**src/rtl/sc_fifo_ram.sv**
```systemverilog
// Simple dual-port DW x DEPTH RAM used as the sc_fifo storage array.
// One synchronous write port and one registered synchronous read port.
// The array itself has no reset; only the read data register is reset so
// the FIFO output starts at zero.
module sc_fifo_ram #(
  parameter int DW    = 8,
  parameter int DEPTH = 512,
  parameter int AW    = 9
) (
  input  logic          clk,
  input  logic          reset,
  input  logic          wrEn_i,
  input  logic [AW-1:0] wrAddr_i,
  input  logic [DW-1:0] wrData_i,
  input  logic          rdEn_i,
  input  logic [AW-1:0] rdAddr_i,
  output logic [DW-1:0] rdData_o
);

  logic [DW-1:0] mem [DEPTH];

  // Write port: store incoming data at the write address when enabled.
  always_ff @(posedge clk) begin
    if (wrEn_i) begin
      mem[wrAddr_i] <= wrData_i;
    end
  end

  // Read port: register the addressed word on an accepted read, hold otherwise.
  always_ff @(posedge clk or posedge reset) begin
    if (reset) begin
      rdData_o <= '0;
    end else if (rdEn_i) begin
      rdData_o <= mem[rdAddr_i];
    end
  end

endmodule

```
**src/rtl/sc_fifo.sv**
```systemverilog
// Single-clock byte FIFO between the pixel reformatter and the encoder.
// Occupancy is tracked in an explicit counter; full/empty and the almost
// flags are decoded from that counter rather than from pointer comparison.
module sc_fifo #(
  parameter int DW        = 8,
  parameter int DEPTH     = 512,
  parameter int AW        = 9,
  parameter int CW        = 10,
  parameter int AF_MARGIN = 8,
  parameter int AE_MARGIN = 8
) (
  input  logic          clk,
  input  logic          reset,
  input  logic [DW-1:0] data_in,
  input  logic          write,
  input  logic          read,
  input  logic          clear,
  output logic [DW-1:0] data_out,
  output logic          full,
  output logic          almost_full,
  output logic          empty,
  output logic          almost_empty,
  output logic [CW-1:0] cnt
);

  logic [AW-1:0] wrPtr_q, wrPtr_d;
  logic [AW-1:0] rdPtr_q, rdPtr_d;
  logic [CW-1:0] cnt_q, cnt_d;
  logic          wrOk;
  logic          rdOk;

  // A flush discards any read or write presented in the same cycle.
  assign wrOk = write && !full  && !clear;
  assign rdOk = read  && !empty && !clear;

  // Next-state for pointers and occupancy; clear wins over everything else.
  always_comb begin
    wrPtr_d = wrPtr_q;
    rdPtr_d = rdPtr_q;
    cnt_d   = cnt_q;
    if (clear) begin
      wrPtr_d = '0;
      rdPtr_d = '0;
      cnt_d   = '0;
    end else begin
      if (wrOk) begin
        wrPtr_d = wrPtr_q + AW'(1);
      end
      if (rdOk) begin
        rdPtr_d = rdPtr_q + AW'(1);
      end
      if (wrOk && !rdOk) begin
        cnt_d = cnt_q + CW'(1);
      end else if (rdOk && !wrOk) begin
        cnt_d = cnt_q - CW'(1);
      end
    end
  end

  // Pointer and occupancy registers.
  always_ff @(posedge clk or posedge reset) begin
    if (reset) begin
      wrPtr_q <= '0;
      rdPtr_q <= '0;
      cnt_q   <= '0;
    end else begin
      wrPtr_q <= wrPtr_d;
      rdPtr_q <= rdPtr_d;
      cnt_q   <= cnt_d;
    end
  end

  // Status flags follow the registered count in the same cycle.
  assign cnt          = cnt_q;
  assign full         = (cnt_q == CW'(DEPTH));
  assign almost_full  = (cnt_q >= CW'(DEPTH - AF_MARGIN));
  assign empty        = (cnt_q == '0);
  assign almost_empty = (cnt_q <= CW'(AE_MARGIN));

  sc_fifo_ram #(
    .DW    (DW),
    .DEPTH (DEPTH),
    .AW    (AW)
  ) u_ram (
    .clk      (clk),
    .reset    (reset),
    .wrEn_i   (wrOk),
    .wrAddr_i (wrPtr_q),
    .wrData_i (data_in),
    .rdEn_i   (rdOk),
    .rdAddr_i (rdPtr_q),
    .rdData_o (data_out)
  );

endmodule

```
**config.mk**
```make
export PLATFORM = sky130hd
export DESIGN_NAME = sc_fifo
export DESIGN_NICKNAME = d
export VERILOG_FILES = /design/src/rtl/sc_fifo_ram.sv /design/src/rtl/sc_fifo.sv
export SDC_FILE = /design/constraint.sdc
export NUM_CORES = 2
export LEC_CHECK = 0
export CAP_MARGIN = 10
export CORE_MARGIN = 1
export CORE_UTILIZATION = 25
export CTS_BUF_LIST = sky130_fd_sc_hd__clkbuf_4
export DETAILED_ROUTE_END_ITERATION = 8
export PLACE_DENSITY = 0.44
export SYNTH_ARGS = -nofsm -noshare
export SYNTH_HDL_FRONTEND = slang
export SYNTH_SLANG_ARGS = --single-unit
```
**constraint.sdc**
```tcl
create_clock -name clk -period 6.26 [get_ports clk]
set_clock_uncertainty 0.05 [all_clocks]
set_input_delay 1.252 -clock clk [delete_from_list [all_inputs] [get_ports clk]]
set_output_delay 1.252 -clock clk [all_outputs]
set_load 0.005 [all_outputs]
```
# Word-level counts from Yosys, hierarchy flattened
# Memories as Yosys holds them, arrays and structs flattened. A register that Yosys moved wholly into a read port is not among the register bits.
# Cells that the tools add are included.
word_totals:
  ff_bits: 28
  mem_bits_rw: 4096
  output_inout_bits: 22
  n_memories: 1
memory_table:
  columns: ["memory", "depth", "word_bits", "read_ports", "rd_clocked_by_memory_dff", "write_ports", "line_no", "source"]
  rows:
  - ["u_ram.mem", 512, 8, 1, 1, 1, "sc_fifo_ram.sv:20", "logic [DW-1:0] mem [DEPTH];"]
classes:
  add_sub_neg: 4
  order_cmp: 2
  eq_ne: 1
  muxes: 9
  reduce_logical: 15
op_table:
  columns: ["operator", "n"]
  rows:
  - ["9-bit two-way mux", 4]
  - ["10-bit two-way mux", 3]
  - ["9-bit by 1-bit adder with 9-bit output, second input constant", 2]
  - ["10-bit by 1-bit adder with 10-bit output, second input constant", 1]
  - ["10-bit equality test, second input constant", 1]
  - ["10-bit by 9-bit >= comparator with 1-bit output, second input constant", 1]
  - ["10-bit by 4-bit <= comparator with 1-bit output, second input constant", 1]
  - ["10-bit zero test", 1]
  - ["10-bit by 1-bit subtractor with 10-bit output, second input constant", 1]
  - ["1-bit logical AND", 6]
  - ["1-bit zero test", 5]
  - ["2-bit nonzero test", 2]
  - ["3-bit nonzero test", 1]
  - ["1-bit two-way mux", 2]

# Longest topological paths before layout
depth:
  word_depth: 9
  depth_mapped: 16
  depth_no_buf: 15

# Modules after synthesis
# Synthesis repeated with hierarchy kept, for this count alone.
unflattened:
  hier_cells: 7603
  area_unflattened_um2: 160681.6
by_module_without_submodules:
  columns: ["module", "n_inst", "cells_each", "area_each_um2", "seq_area_each_um2"]
  rows:
  - ["sc_fifo_ram", 1, 7420, 158957.5, 123198.2]
  - ["sc_fifo", 1, 183, 1724.2, 700.7]

# Least setup slack after synthesis
# Ideal clock, no wire load.
synth_path:
  kind: "input to register"
  start: "input port clear"
  end: "register cnt_q[9], in the netlist cnt[9]"
  arrival_ns: 3.962
  t_required_ns: 6.078
  setup_slack_ns: 2.116
  path_stages: 13
  path_buffers: 2
  path_cell_list: "clkbuf_1 nor2_1 clkbuf_1 nand2_1 ha_1 a21o_1 a21oi_1 o21bai_1 a2111o_1 a41oi_1 mux2i_1 xnor2_1 nor2_1"
synth_via:
  elab_chain_cells: 6
  word_cells_on_any_way: 10
  cone_classes: "2 x mux; 8 x reduce/logical"
synth_lines:
  columns: ["element", "line_no", "source"]
  rows:
  - ["from (decl)", "sc_fifo.sv:17", "input logic clear,"]
  - ["1-bit zero test", "sc_fifo.sv:33, sc_fifo.sv:34", null]
  - ["1-bit logical AND", "sc_fifo.sv:34", "assign rdOk = read && !empty && !clear;"]
  - ["1-bit zero test", "sc_fifo.sv:52", "if (wrOk && !rdOk) begin"]
  - ["1-bit logical AND", "sc_fifo.sv:52", null]
  - ["10-bit two-way mux", "sc_fifo.sv:52", null]
  - ["10-bit two-way mux", "sc_fifo.sv:41", "if (clear) begin"]
  - ["to (signal assigned)", "sc_fifo.sv:69", "cnt_q <= cnt_d;"]
  - ["to (decl)", "sc_fifo.sv:28", "logic [CW-1:0] cnt_q, cnt_d;"]
# Parallel ways exist; a longest one is shown, timed or not.
# A chain may end at the register's enable or synchronous reset.

# Worst setup path in the final report
layout_path:
  start: "register cnt_q[0], in the netlist cnt[0]"
  end: "output port empty"
layout_via:
  elab_chain_cells: 1
layout_lines:
  columns: ["element", "line_no", "source"]
  rows:
  - ["10-bit zero test", "sc_fifo.sv:77", "assign empty = (cnt_q == '0);"]
  - ["to (decl)", "sc_fifo.sv:21", "output logic empty,"]
# Every way passes these cells.

==> results list <==
- Before antenna repair, the detailed router went through 6 iterations.
- WL final: 527000 um
* First-pass GRT wire length: 723000 um
- edfxtp_1 takes more of the synthesized area than any other cell.
- In this run the cell area measured after placement is 173000 um^2.
* Initial standard-cell utilization of the core: 25.1%
- Measured against the total synthesized area, the mux share comes to 16.3%.
- Count of antenna-violating nets left after detailed routing: 0
* Via total after detailed routing: 84400
- After filler insertion, the fill cell instance count of the layout stands at 63100.
- Initial DRC count: 8725
* Dominant cell by count in the synthesized netlist: edfxtp_1
* Residual DRC count: 0
- Number of distinct library cells after synthesis: 72
- Net count, final: 8678
* Total nets after synthesis: 7578
- Source-to-sink clock delay at the later pin of the worst-skew pair: 1.70 ns
- The synthesized netlist devotes 2.57% of its cell area to compound gates.
- Synth warnings: 0
* Static leakage: 56.5 nW
- The worst pin sits at a relative slew slack of 10.7%.
* Mean area per synthesized cell: 21.4 um^2
- 35 I/O pins were placed.
- Maximum capacitance violations: 0
* Data arrival, critical path: 3.82 ns
* Final Max Tran Viols: 0
* Final period utilization: 81.8%
- During placement, the flow inserted port buffers numbering 34.
* Area delta synth->final: 16.1%
- GR Overflow Total: 0
- Area share of and/or/nand/nor cells after synthesis: 2.34%
* Biggest fanout along the worst timing path: 6
- Of all flip-flops after synthesis, the portion carrying an async set or reset was 0.871%.
- Counting I/O delays and the setup requirement, the final critical path takes 5.12 ns.
* Dominant synthesized flop cell: edfxtp_1
- Of the cells placed in the final design, the portion with a size suffix greater than 1 is 33.5%.
- At the pin with the least slew margin, the transition time is 1.33 ns.
- The tree is rooted in a clkbuf_4.
* Clock slew at the register clock pins of the worst setup and hold paths: 0.07 ns
- Launching element type of the critical path: flip-flop
* Largest cells by area after synthesis: edfxtp_1, mux4_2, mux2i_1
- Standard-cell rows: 294
- Number of instances in the synthesized netlist: 7551
* Status: finished clean
- Die Ht: 805 um
- After synthesis, the most frequently instantiated cells are edfxtp_1, mux4_2, nor2_1.
- Maximum operating frequency: 195 MHz
* Maximum number of pins on one net before global-route repair: 149
* Wirelength per Cell: 29.4 um
- HPWL after DPL: 324000 um
- In this run the deepest clock path goes through 5 buffers.
* Setup-violating endpoint count in the final report: 0
- Synthesis inferred 4132 register bits.
- Synth top area share: 76.3%
- CTS tree: done
* Count of clock tree sinks: 4132
* Vias in the first global route: 89100
- Register-to-register path setup slack: 1.35 ns
- Area inside the core boundary: 642000 um^2
* Combinational family with the most area after synthesis: multiplexers
- Overall power of the completed layout: 0.0624 W
- Cell Count Post-Placement: 16000
* Number of synthesized flops with an enable pin: 4096
* Filler-free cell count of the finished design: 18000
- The min-delay analysis places its worst path in the category primary input to flip-flop.
- CTS buffer count: 1181
- Final number of hold-violating endpoints: 0
- Sequential cell area fraction in the yosys report: 76.8%
- Power spread over the standard cell area amounts to 333 nW/um^2.
- The floorplan step defined a die boundary enclosing 648000 um^2.
- STA classifies the critical path endpoint as a primary output.
* Die span in x: 805 um
- Global routing consumed, over all layers together, 16.0% of the routing resources.
- Setup TNS Final: 0 ns
- Summed area of non-filler cells in the final layout: 187000 um^2
- The H-tree was split into 7 levels.
- Initial antenna violation count: 48
- The mapped netlist covers 161000 um^2.
- Setup repair after global routing left no endpoint under its margin.
- The worst-case IR drop observed on VDD is 0.177 mV.
- Of the total synthesized cell area, the portion taken by full adders, half adders and majority gates is 0.113%.
- Type of the worst setup path: flip-flop to primary output
* RePlAce Congestion: 0.822
- Dividing the detail-routed via count by the number of cells gives 4.70.
- Required time of the critical path: 4.96 ns
- Summing the areas of all xor and xnor instances in the mapped netlist gives 0.136% of the synthesized area.
## worst max-delay path, stage by stage, from the launching register on
cell,delay (ns)
dfrtp_1,0.48
or4_1,0.58
nor4_1,0.46
clkdlybuf4s50_1,0.61
## metal layers
| layer | up-vias | routed length [um] | GRT usage (%) |
|---|---|---|---|
| li1 | 34400 | - | - |
| met1 | 45600 | 222000 | 20.9 |
| met2 | 3599 | 251000 | 25.5 |
| met3 | 765 | 37500 | 4.22 |
| met4 | 16 | 17200 | 6.34 |
| met5 | - | 108 | 0 |
## worst paths after layout
check | startpoint | endpoint | cells past startpoint
max in group asynchronous | reset | rdPtr_q[6] | 4
worst min register to register | cnt[6] | cnt[6] | 2
worst min-delay path | read | rdPtr_q[1] | 4
worst max-delay path | cnt[0] | empty | 3
worst max register to register | rdPtr_q[3] | u_ram.rdData_o[2] | 8
min in group asynchronous | reset | cnt[8] | 4
## cells in the final DEF, fill, tap and decap left out, drive strengths merged, types with 42 or more instances in the layout
cell type,instances
clkinv,210
nor2,604
edfxtp,4096
o221ai,60
nand2,153
o21ai,82
a221oi,49
a21oi,137
mux2i,357
a22oi,50
mux4,993
nand3,42
clkbuf,1648
o22ai,57
buf,356
## cell families after synthesis
logic type      Yosys count
compound gates          600
fa+ha+maj                14
simple gates            916
mux                    1374
buf+inv                 490
flops                  4132
xor+xnor                 25
## per-stage QoR
step | worst slack, ns | utilization [%] | hold slack, ns
final | 1.14 | 29.2 | 0.458
after global routing | 0.867 | 29.2 | 0.264
after CTS | 0.872 | 29.2 | 0.219
after detailed placement | 0.748 | 27.0 | 0.510
after global placement | 0.789 | 27.0 | 0.507
after floorplan | 2.12 | - | 0.419
## sequential cells by signal (all words and copies together), names as in the netlist
| register | count |
|---|---|
| cnt | 10 |
| u_ram.rdData_o | 8 |
| wrPtr_q | 9 |
| rdPtr_q | 9 |
| u_ram.mem | 4096 |
## power breakdown
part           switching (W)  total (W)  internal, W
sequential          0.000215     0.0307       0.0305
clock                 0.0111     0.0237       0.0126
combinational        0.00465    0.00810      0.00345
total                 0.0159     0.0624       0.0465
## layout make-up
cell class	count	area [um^2]	share of cell area, %
clock buffers	1648	12400	6.61
well taps	8584	10700	5.74
diodes	25	62.6	0.0334
flip-flops and latches	4132	124000	66.2
repair buffers	391	3910	2.09
multi-input cells	2929	34800	18.6
clock inverters	235	1280	0.684
inverters	16	63.8	0.0341
## repair_timing
item | 4_1_cts | 5_1_grt
setup buffers | 0 | 0
hold buffers | 10 | 0
resized for setup | 0 | 0
hold endpoints to repair | 522 | 0
(Power assumes the default switching activity.)
